==> src/rtl/product_accumulator_pkg.sv <==
// Shared types and helpers for the product accumulator: FSM states, the
// window counter width and a sizing helper for the accumulator.
package product_accumulator_pkg;

  typedef enum logic {
    ACCUM = 1'b0,
    HOLD  = 1'b1
  } state_t;

  localparam int COUNT_WIDTH = 8;

  // Smallest accumulator width that holds kernel_size full-scale products without overflow.
  function automatic int min_acc_width(input int bit_width, input int kernel_size);
    logic [63:0] max_prod;
    logic [63:0] max_sum;
    max_prod = ((64'd1 << bit_width) - 64'd1) * ((64'd1 << bit_width) - 64'd1);
    max_sum  = 64'(kernel_size) * max_prod;
    return $clog2(max_sum + 64'd1);
  endfunction

endpackage

==> src/rtl/product_accumulator_acc_adder.sv <==
// Combinational accumulator adder. Wraps modulo 2^ACC_WIDTH by default and
// clamps to all-ones when PRODUCT_ACCUMULATOR_SATURATE_EN is defined.
module acc_adder #(
  parameter int ACC_WIDTH = 20
) (
  input  logic [ACC_WIDTH-1:0] a,
  input  logic [ACC_WIDTH-1:0] b,
`ifdef PRODUCT_ACCUMULATOR_SATURATE_EN
  output logic                 ovf,
`endif
  output logic [ACC_WIDTH-1:0] sum
);

`ifdef PRODUCT_ACCUMULATOR_SATURATE_EN
  logic [ACC_WIDTH:0] full;

  always_comb begin
    full = {1'b0, a} + {1'b0, b};
    ovf  = full[ACC_WIDTH];
    sum  = full[ACC_WIDTH] ? {ACC_WIDTH{1'b1}} : full[ACC_WIDTH-1:0];
  end
`else
  always_comb begin
    sum = a + b;
  end
`endif

endmodule

==> src/rtl/product_accumulator.sv <==
// Sums KERNEL_SIZE consecutive products into one result and holds it on a
// valid/ready handshake. Optional saturation: PRODUCT_ACCUMULATOR_SATURATE_EN.
module product_accumulator
  import product_accumulator_pkg::*;
#(
  parameter int BIT_WIDTH   = 8,
  parameter int KERNEL_SIZE = 9,
  parameter int ACC_WIDTH   = 20
) (
  input  logic                   i_clk,
  input  logic                   i_rst_n,
  input  logic                   i_prod_valid,
  input  logic [2*BIT_WIDTH-1:0] i_prod_data,
  input  logic                   i_clear,
  output logic                   o_accept,
  output logic [ACC_WIDTH-1:0]   o_sum,
  output logic                   o_sum_valid,
  input  logic                   i_sum_ready,
  output logic [7:0]             o_count,
  output logic                   o_overrun,
  output logic                   o_sat
);

  state_t                 state_q, state_d;
  logic [ACC_WIDTH-1:0]   acc_q;
  logic [ACC_WIDTH-1:0]   sum_q;
  logic [COUNT_WIDTH-1:0] count_q;
  logic                   overrun_q;
  logic [ACC_WIDTH-1:0]   add_sum;
  logic                   take;
  logic                   last;

  assign take = (state_q == ACCUM) && i_prod_valid && !i_clear;
  assign last = (count_q == COUNT_WIDTH'(KERNEL_SIZE - 1));

`ifdef PRODUCT_ACCUMULATOR_SATURATE_EN
  logic add_ovf;
  logic sat_q;

  acc_adder #(.ACC_WIDTH(ACC_WIDTH)) u_adder (
    .a   (acc_q),
    .b   (ACC_WIDTH'(i_prod_data)),
    .ovf (add_ovf),
    .sum (add_sum)
  );

  always_ff @(posedge i_clk or negedge i_rst_n) begin
    if (!i_rst_n)
      sat_q <= 1'b0;
    else if (i_clear)
      sat_q <= 1'b0;
    else if (take && add_ovf)
      sat_q <= 1'b1;
  end

  assign o_sat = sat_q;
`else
  acc_adder #(.ACC_WIDTH(ACC_WIDTH)) u_adder (
    .a   (acc_q),
    .b   (ACC_WIDTH'(i_prod_data)),
    .sum (add_sum)
  );

  assign o_sat = 1'b0;
`endif

  always_ff @(posedge i_clk or negedge i_rst_n) begin
    if (!i_rst_n)
      state_q <= ACCUM;
    else
      state_q <= state_d;
  end

  always_comb begin
    state_d = state_q;
    case (state_q)
      ACCUM: if (take && last) state_d = HOLD;
      HOLD:  if (i_sum_ready)  state_d = ACCUM;
      default: state_d = ACCUM;
    endcase
  end

  // A clear only aborts the partial window; a result already in HOLD survives it.
  always_ff @(posedge i_clk or negedge i_rst_n) begin
    if (!i_rst_n) begin
      acc_q     <= '0;
      sum_q     <= '0;
      count_q   <= '0;
      overrun_q <= 1'b0;
    end else begin
      if (i_clear)
        overrun_q <= 1'b0;
      else if ((state_q == HOLD) && i_prod_valid)
        overrun_q <= 1'b1;

      if ((state_q == ACCUM) && i_clear) begin
        acc_q   <= '0;
        count_q <= '0;
      end else if (take) begin
        if (last) begin
          sum_q   <= add_sum;
          acc_q   <= '0;
          count_q <= '0;
        end else begin
          acc_q   <= add_sum;
          count_q <= count_q + COUNT_WIDTH'(1);
        end
      end
    end
  end

  assign o_accept    = (state_q == ACCUM);
  assign o_sum_valid = (state_q == HOLD);
  assign o_sum       = sum_q;
  assign o_count     = count_q;
  assign o_overrun   = overrun_q;

endmodule

==> config.mk <==
export PLATFORM = sky130hd
export DESIGN_NAME = product_accumulator
export DESIGN_NICKNAME = d
export VERILOG_FILES = /design/src/rtl/product_accumulator_pkg.sv /design/src/rtl/product_accumulator_acc_adder.sv /design/src/rtl/product_accumulator.sv
export SDC_FILE = /design/constraint.sdc
export NUM_CORES = 1
export LEC_CHECK = 0
export CAP_MARGIN = 20
export CORE_MARGIN = 5
export CORE_UTILIZATION = 35
export CTS_CLUSTER_DIAMETER = 100
export DETAILED_ROUTE_END_ITERATION = 10
export GPL_ROUTABILITY_DRIVEN = 1
export PLACE_DENSITY = 0.59
export SLEW_MARGIN = 20
export SYNTH_ARGS = -nofsm -noshare
export SYNTH_HDL_FRONTEND = slang
export SYNTH_HIERARCHICAL = 1
export SYNTH_SLANG_ARGS = --single-unit
==> constraint.sdc <==
create_clock -name i_clk -period 3.7 [get_ports i_clk]
set_clock_uncertainty 0.15 [all_clocks]
set_input_delay 0.555 -clock i_clk [delete_from_list [all_inputs] [get_ports i_clk]]
set_output_delay 0.555 -clock i_clk [all_outputs]
set_load 0.01 [all_outputs]
==> key figures, run 1 <==
Outcome
  – Run status: finished, final reports clean

Global route
  – First-pass GRT wire length: 11.5 mm
  – GRT Total Usage: 12.6%
  – Vias in the first global route: 2367
  – Largest net degree at the start of global routing: 35
  – Initial antenna violation count: 0
  – GR Overflow Total: 0

Clocking
  – CTS Sinks: 50
  – CTS root buf: clkbuf_8
  – CTS tree: done
  – Total CTS buffers: 5
  – Worst-path clk slew: 0.09 ns
  – # resized after CTS: 0
  – Setup Fix Bufs, Post-CTS: 0
  – H-tree depth: 2
  – Worst-skew pair later-pin latency: 0.30 ns
  – # hold bufs at CTS: 0
  – CTS max path bufs: 2

STA
  – Final setup fails: 0
  – Slew headroom: 49.2%
  – Post-layout minimum cycle time: 3.00 ns
  – Worst-margin pin slew: 0.762 ns
  – Slew Viols, Final: 0
  – Worst setup margin: 0.695 ns
  – Max Clk Rate: 333 MHz
  – Setup TNS: 0 ns
  – Final Hold Fails: 0
  – Ratio of final minimum period to clock period: 81.2%
  – RSZ-0062 raised after global routing: no
  – Final hold slack: 0.171 ns

Drt
  – Detailed Route Iter0 Violations: 73
  – Wire length per cell: 15.5 um
  – Vias per cell: 5.27
  – Antenna viol nets, final: 0
  – Final WL: 6.84 mm
  – # DRC: 0
  – Drt first pass iters: 4
  – DR vias: 2323

Synth
  – Post-Synthesis Cells: 277
  – Ys async rst share: 100%
  – Post-synthesis sequential area ratio: 40.2%
  – Synth unique cells: 53
  – Post-synthesis register bit count: 50
  – Top_reg_cell synth: dfrtp_1
  – Avg Cell Area, Syn: 11.2 um2
  – Mapped Area: 3110 um2
  – Yosys warns: 6
  – Post-synth EDFFs: 0

Critical path
  – Crit. End Element: flop
  – Setup CP Type: in -> reg
  – Crit Path Max Fanout: 4
  – Setup slack, reg-to-reg: 0.98 ns
  – Crit path arrival time: 3.04 ns
  – Required time of the critical path: 3.73 ns
  – Startpoint Class: input pin

Power
  – VDD IR-drop max: 0.192 mV
  – Lkg Pwr: 1.81 nW
  – Pwr dens: 400 nW/um2

Floorplanning
  – Core footprint: 8680 um2
  – FP Rows: 34
  – Die width: 104 um
  – # IOs: 53
  – Die height: 104 um
  – Initial Util: 35.9%
  – Die area: 10900 um2

Cells and area
  – Multi-input gate area: 1750 um2
  – Synth-to-layout area growth: 22.3%
  – Final non-filler cell area: 3810 um2
  – Final nets: 375
  – Register area: 1250 um2
  – Diodes inserted: 0
  – Fill cells: 880
  – Layout cell share with drive strength beyond 1: 12.3%

Placed design
  – Port Buffers: 51
  – Worst slack, placed: 0.393 ns
  – GP Congestion: 0.825
  – DP Area: 3700 um2
  – HPWL Detailed: 5.03 mm

Min path
  – Min-Delay Path Class: in -> async

Flow run
  – Max-cap viol count: 0
==> flip-flops by register name, summed over array words and instances (netlist names) <==
signal	flops
acc_q	20
o_sum	20
o_overrun	1
o_count	8
o_sum_valid	1
==> Yosys cell counts, types with 4 or more instances <==
cell type  count  share of area (%)
nand3_1       11                1.8
dfrtp_1       50                 40
xnor2_1       10                2.8
a21oi_1       22                3.5
nand4_1        5                1.0
and3_1         4               0.80
nor2_1         7               0.84
buf_6          5                1.8
o21ai_0        8                1.3
xor2_1         7                2.0
nand2_1       19                2.3
a22o_1        23                6.5
clkbuf_1       4               0.48
a21o_1         7                1.7
inv_1          5               0.60
mux2_4        19                9.2
ha_1          21                8.4
==> power breakdown <==
part | internal (mW) | switching, mW
combinational | 0.233 | 0.281
clock | 0.203 | 0.178
sequential | 0.590 | 0.0386
total | 1.03 | 0.498
==> critical path, cell delays in order <==
cell	delay [ns]
clkdlybuf4s50_1	0.43
ha_1	0.23
fa_1	0.44
a211oi_1	0.33
o21ai_1	0.14
nand4_1	0.19
nand2_1	0.12
o311a_1	0.34
mux2_4	0.27
==> metrics by stage <==
| stage | instances | total power [mW] | util (%) |
|---|---|---|---|
| 4_1_cts | 441 | 1.54 | 43.9 |
| 5_1_grt | 441 | 1.63 | 43.9 |
| 6_report | 441 | 1.52 | 43.9 |
| 3_5_place_dp | 433 | 1.15 | 42.7 |
| 3_3_place_gp | 433 | 1.15 | 42.7 |
| 2_1_floorplan | 281 | 1.01 | - |
==> layer usage <==
layer	up-vias	global-route usage, %	part of all wire [%]
li1	1144	-	-
met1	1130	17.3	49
met2	47	20.5	47
met3	2	2.48	3.4
met4	0	2.96	0.42
met5	-	0	0
==> area by class of cell <==
type,instances,area share [%]
multi-input cells,214,46.1
flip-flops and latches,50,32.9
clock inverters,1,0.788
inverters,5,0.493
repair buffers,56,14.3
well taps,108,3.55
clock buffers,7,2.00
==> kinds of logic (layout without fill, tap and decap cells) <==
group,after synthesis,after routing,synth area share [%]
AOI/OAI and AO/OA,87,87,21.1
xor gates and xnor gates,17,17,4.78
adders and majority gates,22,22,9.08
buffers and inverters,17,69,3.94
DFF,50,50,40.2
muxes,22,22,10.2
other,1,5,0.120
and+or+nand+nor,61,61,10.6
==> path summary, 6_finish.rpt <==
check	start	to	depth (start not counted)
setup / recovery	i_prod_data[0]	o_sum[18]	9
setup reg to reg	acc_q[0]	o_sum[18]	8
max in group asynchronous	i_rst_n	acc_q[18]	2
min in group i_clk	o_sum[19]	o_sum[19]	1
hold / removal	i_rst_n	o_sum[5]	1
hold reg to reg	o_sum[19]	o_sum[19]	1
==> layout by cell type, fill, tap and decap left out, drive strengths merged, types with 2 or more instances in the layout <==
cell,count
clkbuf,7
nand3b,3
xor2,7
clkdlybuf4s50,50
a2111oi,2
a22o,23
nor2,7
nor3,2
a21oi,22
nand2,19
o21ai,13
o21bai,3
a21o,7
buf,6
nand3,11
mux2,20
mux2i,2
a211oi,3
xnor2,10
dfrtp,50
and2,2
a31oi,2
o211ai,2
and3,6
ha,21
inv,5
nand4,5
o311a,2
conb,5
No activity file was read; power rests on OpenSTA's default activity.
==> inputs of run 2 (changes only) <==
==> constraint.sdc (replaced) <==
create_clock -name i_clk -period 2.9 [get_ports i_clk]
set_clock_uncertainty 0.15 [all_clocks]
set_input_delay 0.435 -clock i_clk [delete_from_list [all_inputs] [get_ports i_clk]]
set_output_delay 0.435 -clock i_clk [all_outputs]
set_load 0.01 [all_outputs]
==> key figures, run 2 (same netlist as run 1, synthesis figures left out) <==
Cells and area
  – Final nets: 403
  – Final non-filler cell area: 4010 um2
  – Synth-to-layout area growth: 28.7%
  – Commonest cells after routing, fill and taps aside: 50 x dfrtp_1, 50 x clkdlybuf4s50_1, 32 x buf_4
  – Layout cell share with drive strength beyond 1: 19.4%
  – Diodes inserted: 0

Drt
  – Drt first pass iters: 4
  – Vias per cell: 5.28
  – # DRC: 0
  – Antenna viol nets, final: 0
  – Final WL: 7.30 mm
  – Wire length per cell: 15.6 um
  – Detailed Route Iter0 Violations: 74
  – DR vias: 2477

Global route
  – Initial antenna violation count: 0
  – Largest net degree at the start of global routing: 29
  – GR Overflow Total: 0
  – First-pass GRT wire length: 12.6 mm
  – Vias in the first global route: 2577
  – GRT Total Usage: 13.8%

Critical path
  – Crit path arrival time: 2.81 ns
  – CP max stage delay: 0.42 ns
  – Startpoint Class: input pin
  – RR Startpoint: acc_q[0]
  – Kind of cell adding the most delay to the critical path: compound AO/OA/AOI/OAI gates
  – Slowest CP cell: clkdlybuf4s50_1
  – Required time of the critical path: 2.95 ns
  – CP startpoint: i_prod_data[0]
  – Reg2reg end: o_sum[12]
  – Crit-path cells: clkdlybuf4s50_1 -> ha_1 -> fa_1 -> a211oi_1 -> o21ai_1 -> and2_4 -> a311oi_2 -> xnor2_1 -> mux2_4
  – Crit Path Max Fanout: 3
  – Worst setup path end: o_sum[12]
  – Setup slack, reg-to-reg: 0.27 ns
  – WP depth: 9
  – Crit. End Element: flop
  – Critical path buffers and inverters: 1
  – R2R depth: 8
  – Setup CP Type: in -> reg

STA
  – Max Clk Rate: 363 MHz
  – Ratio of final minimum period to clock period: 95.0%
  – Final Hold Fails: 0
  – Final setup fails: 0
  – Worst-margin pin slew: 0.470 ns
  – Post-layout minimum cycle time: 2.76 ns
  – Slew headroom: 67.9%
  – RSZ-0062 raised after global routing: no
  – Slew Viols, Final: 0
  – Worst setup margin: 0.144 ns

Clocking
  – H-tree depth: 2
  – CTS tree: done
  – CTS root buf: clkbuf_8
  – Worst-skew pair later-pin latency: 0.31 ns
  – Total CTS buffers: 5
  – CTS max path bufs: 2
  – CTS Sinks: 50
  – Worst-path clk slew: 0.10 ns

Min path
  – Min-Delay Path Class: reg -> reg

Floorplanning
  – Initial Util: 35.9%
  – FP Rows: 34
  – Core footprint: 8680 um2
  – Die height: 104 um
  – Die area: 10900 um2
  – Die width: 104 um
  – # IOs: 53

Power
  – VDD IR-drop max: 0.218 mV
  – Pwr dens: 491 nW/um2
  – Lkg Pwr: 1.93 nW

Placed design
  – Port Buffers: 51
  – HPWL Detailed: 5.39 mm
  – Worst slack, placed: -0.166 ns
  – GP Congestion: 0.806
  – DP Area: 3910 um2

Flow run
  – Max-cap viol count: 0

Outcome
  – Run status: finished, final reports clean
==> run 2: how the worst min path moves through the flow <==
stage	start	end	slack (ns)	cells past startpoint
finish	o_sum[4]	o_sum[4]	0.37	1
global route	o_sum[4]	o_sum[4]	0.38	1
CTS	o_sum[4]	o_sum[4]	0.37	1
detailed placement	i_rst_n	o_sum[5]	0.29	2
global placement	i_rst_n	o_sum[5]	0.29	2
floorplan	i_rst_n	acc_q[0]	-0.01	0
==> run 2: worst register-to-register path, stage by stage, from the launching register on <==
cell and delay (ns):
dfrtp_1 0.40, ha_1 0.24, fa_1 0.40, a211oi_1 0.32, o21ai_1 0.16, and2_4 0.19, a311oi_2 0.29, xnor2_1 0.11
mux2_4 0.27
==> run 2: what timing repair did <==
item,in CTS,in global routing
gates resized for setup,0,0
hold buffers,1,0
setup buffers,0,0
endpoints found under the hold margin,47,0
==> run 2: routing by layer <==
layer / GRT usage [%] / wire, um / up-vias
met2: 21.4 / 3300 / 46
met5: 0 / 0 / -
met3: 3.23 / 316 / 8
met1: 19.1 / 3550 / 1221
met4: 3.98 / 124 / 0
li1: - / - / 1202
==> run 2: where the power goes <==
part | switching [mW] | internal, mW
combinational | 0.375 | 0.363
clock | 0.254 | 0.170
sequential | 0.0504 | 0.753
==> run 2: final cells by class <==
cell class	instances	area [um2]
Clock buffer	5	68.8
Clock inverter	3	21.3
Fill cell	847	4670
Inverter	5	18.8
Multi-Input combinational cell	214	1750
Sequential cell	50	1250
Tap cell	108	135
Timing Repair Buffer	84	756
==> run 2: metrics by stage <==
stage | std cells | utilization (%) | hold slack [ns] | total power [mW] | TNS, ns
floorplan | 281 | - | -0.0106 | 1.29 | 0
global placement | 460 | 45.0 | 0.289 | 1.54 | -0.346
detailed placement | 460 | 45.0 | 0.293 | 1.55 | -0.847
CTS | 469 | 46.2 | 0.371 | 1.99 | 0
global route | 469 | 46.2 | 0.383 | 2.10 | 0
finish | 469 | 46.2 | 0.365 | 1.97 | 0
==> inputs of run 3 (changes only) <==
--- a/config.mk
+++ b/config.mk
@@ -11,6 +11,7 @@
 export CTS_CLUSTER_DIAMETER = 100
 export DETAILED_ROUTE_END_ITERATION = 10
 export GPL_ROUTABILITY_DRIVEN = 1
+export MAX_ROUTING_LAYER = met4
 export PLACE_DENSITY = 0.59
 export SLEW_MARGIN = 20
 export SYNTH_ARGS = -nofsm -noshare
==> key figures, run 3 (same netlist as run 1, synthesis figures left out) <==
Critical path
  – Reg2reg end: o_sum[12]
  – Crit. End Element: flop
  – R2R depth: 8
  – Crit-path cells: clkdlybuf4s50_1 -> ha_1 -> fa_1 -> a211oi_1 -> o21ai_1 -> and2_4 -> a311oi_2 -> xnor2_1 -> mux2_4
  – CP startpoint: i_prod_data[0]
  – Crit path arrival time: 2.81 ns
  – Crit Path Max Fanout: 3
  – Startpoint Class: input pin
  – RR Startpoint: acc_q[0]
  – WP depth: 9
  – Setup slack, reg-to-reg: 0.26 ns
  – Kind of cell adding the most delay to the critical path: compound AO/OA/AOI/OAI gates
  – Required time of the critical path: 2.95 ns
  – Setup CP Type: in -> reg
  – Worst setup path end: o_sum[12]
  – Critical path buffers and inverters: 1
  – CP max stage delay: 0.42 ns
  – Slowest CP cell: clkdlybuf4s50_1

Floorplanning
  – Die area: 10900 um2
  – Die height: 104 um
  – Core footprint: 8680 um2
  – Die width: 104 um
  – FP Rows: 34
  – Initial Util: 35.9%
  – # IOs: 53

Power
  – Pwr dens: 491 nW/um2
  – Final total power: 1.97 mW
  – VDD IR-drop max: 0.219 mV
  – Lkg Pwr: 1.93 nW

STA
  – Ratio of final minimum period to clock period: 95.0%
  – Worst-margin pin slew: 0.464 ns
  – Setup TNS: 0 ns
  – Slew headroom: 68.2%
  – Max Clk Rate: 363 MHz
  – Worst setup margin: 0.146 ns
  – Final Hold Fails: 0
  – RSZ-0062 raised after global routing: no
  – Post-layout minimum cycle time: 2.75 ns
  – Final setup fails: 0
  – Slew Viols, Final: 0

Global route
  – GR Overflow Total: 0
  – First-pass GRT wire length: 12.6 mm
  – Initial antenna violation count: 0
  – GRT Total Usage: 14.2%
  – Vias in the first global route: 2576
  – Largest net degree at the start of global routing: 29

Placed design
  – Port Buffers: 51
  – HPWL Detailed: 5.39 mm
  – Placed Cells: 460
  – GP Congestion: 0.817
  – Worst slack, placed: -0.166 ns
  – DP Area: 3910 um2

Clocking
  – CTS root buf: clkbuf_8
  – Total CTS buffers: 5
  – H-tree depth: 2
  – CTS Sinks: 50
  – CTS tree: done
  – Setup Fix Bufs, Post-CTS: 0
  – Worst-path clk slew: 0.10 ns
  – CTS max path bufs: 2
  – Worst-skew pair later-pin latency: 0.31 ns

Drt
  – Detailed Route Iter0 Violations: 66
  – Drt first pass iters: 4
  – Vias per cell: 5.25
  – # DRC: 0
  – DR vias: 2462
  – Wire length per cell: 15.5 um
  – Antenna viol nets, final: 0
  – Final WL: 7.27 mm

Cells and area
  – Final nets: 403
  – Final non-filler cell area: 4010 um2
  – Synth-to-layout area growth: 28.7%
  – Layout cell share with drive strength beyond 1: 19.4%
  – Diodes inserted: 0
  – Commonest cells after routing, fill and taps aside: 50 x dfrtp_1, 50 x clkdlybuf4s50_1, 32 x buf_4
  – Post-Layout Cell Count: 469

Min path
  – Min-Delay Path Class: reg -> reg

Outcome
  – Run status: finished, final reports clean

Flow run
  – Max-cap viol count: 0
run 3: layout make-up:
cell class                 count  area, um2
tap                          108        135
clock inverter                 3       21.3
sequential                    50       1250
clock buffer                   5       68.8
inverter                       5       18.8
multi-input combinational    214       1750
timing repair buffer          84        756
fill                         847       4670
run 3: metrics by stage:
| step | hold WS, ns | util [%] |
|---|---|---|
| 6_report | 0.364 | 46.2 |
| 5_1_grt | 0.382 | 46.2 |
| 4_1_cts | 0.371 | 46.2 |
| 3_5_place_dp | 0.293 | 45.0 |
| 3_3_place_gp | 0.289 | 45.0 |
| 2_1_floorplan | -0.0106 | - |
run 3: power breakdown:
part	internal [mW]	leakage, nW	switching (mW)
Combinational	0.363	1.21	0.374
Sequential	0.753	0.683	0.0502
Clock	0.170	0.0441	0.256
Total	1.29	1.93	0.680
run 3: layer usage:
metal / track usage, % / vias up / routed length [um]
met5: - / - / 0
met4: 3.98 / 0 / 125
met3: 2.61 / 9 / 213
met2: 21.4 / 40 / 3300
met1: 19.4 / 1213 / 3640
li1: - / 1200 / -
run 3: worst reg2reg max path: stages, from the launching register on:
cell	delay [ns]
dfrtp_1	0.41
ha_1	0.24
fa_1	0.40
a211oi_1	0.32
o21ai_1	0.16
and2_4	0.19
a311oi_2	0.29
xnor2_1	0.11
mux2_4	0.27
run 3: worst min-delay path by stage:
| stage | startpoint | end | slack [ns] | depth (start not counted) |
|---|---|---|---|---|
| after detailed placement | i_rst_n | o_sum[5] | 0.29 | 2 |
| after global placement | i_rst_n | o_sum[5] | 0.29 | 2 |
| after global routing | o_sum[4] | o_sum[4] | 0.38 | 1 |
| final | o_sum[4] | o_sum[4] | 0.36 | 1 |
| after CTS | o_sum[4] | o_sum[4] | 0.37 | 1 |
| after floorplan | i_rst_n | acc_q[0] | -0.01 | 0 |
run 3: timing repair:
| item | in CTS | in global routing |
|---|---|---|
| hold endpoints to repair | 47 | 0 |
| hold buffers | 1 | 0 |
| gates resized for setup | 0 | 0 |
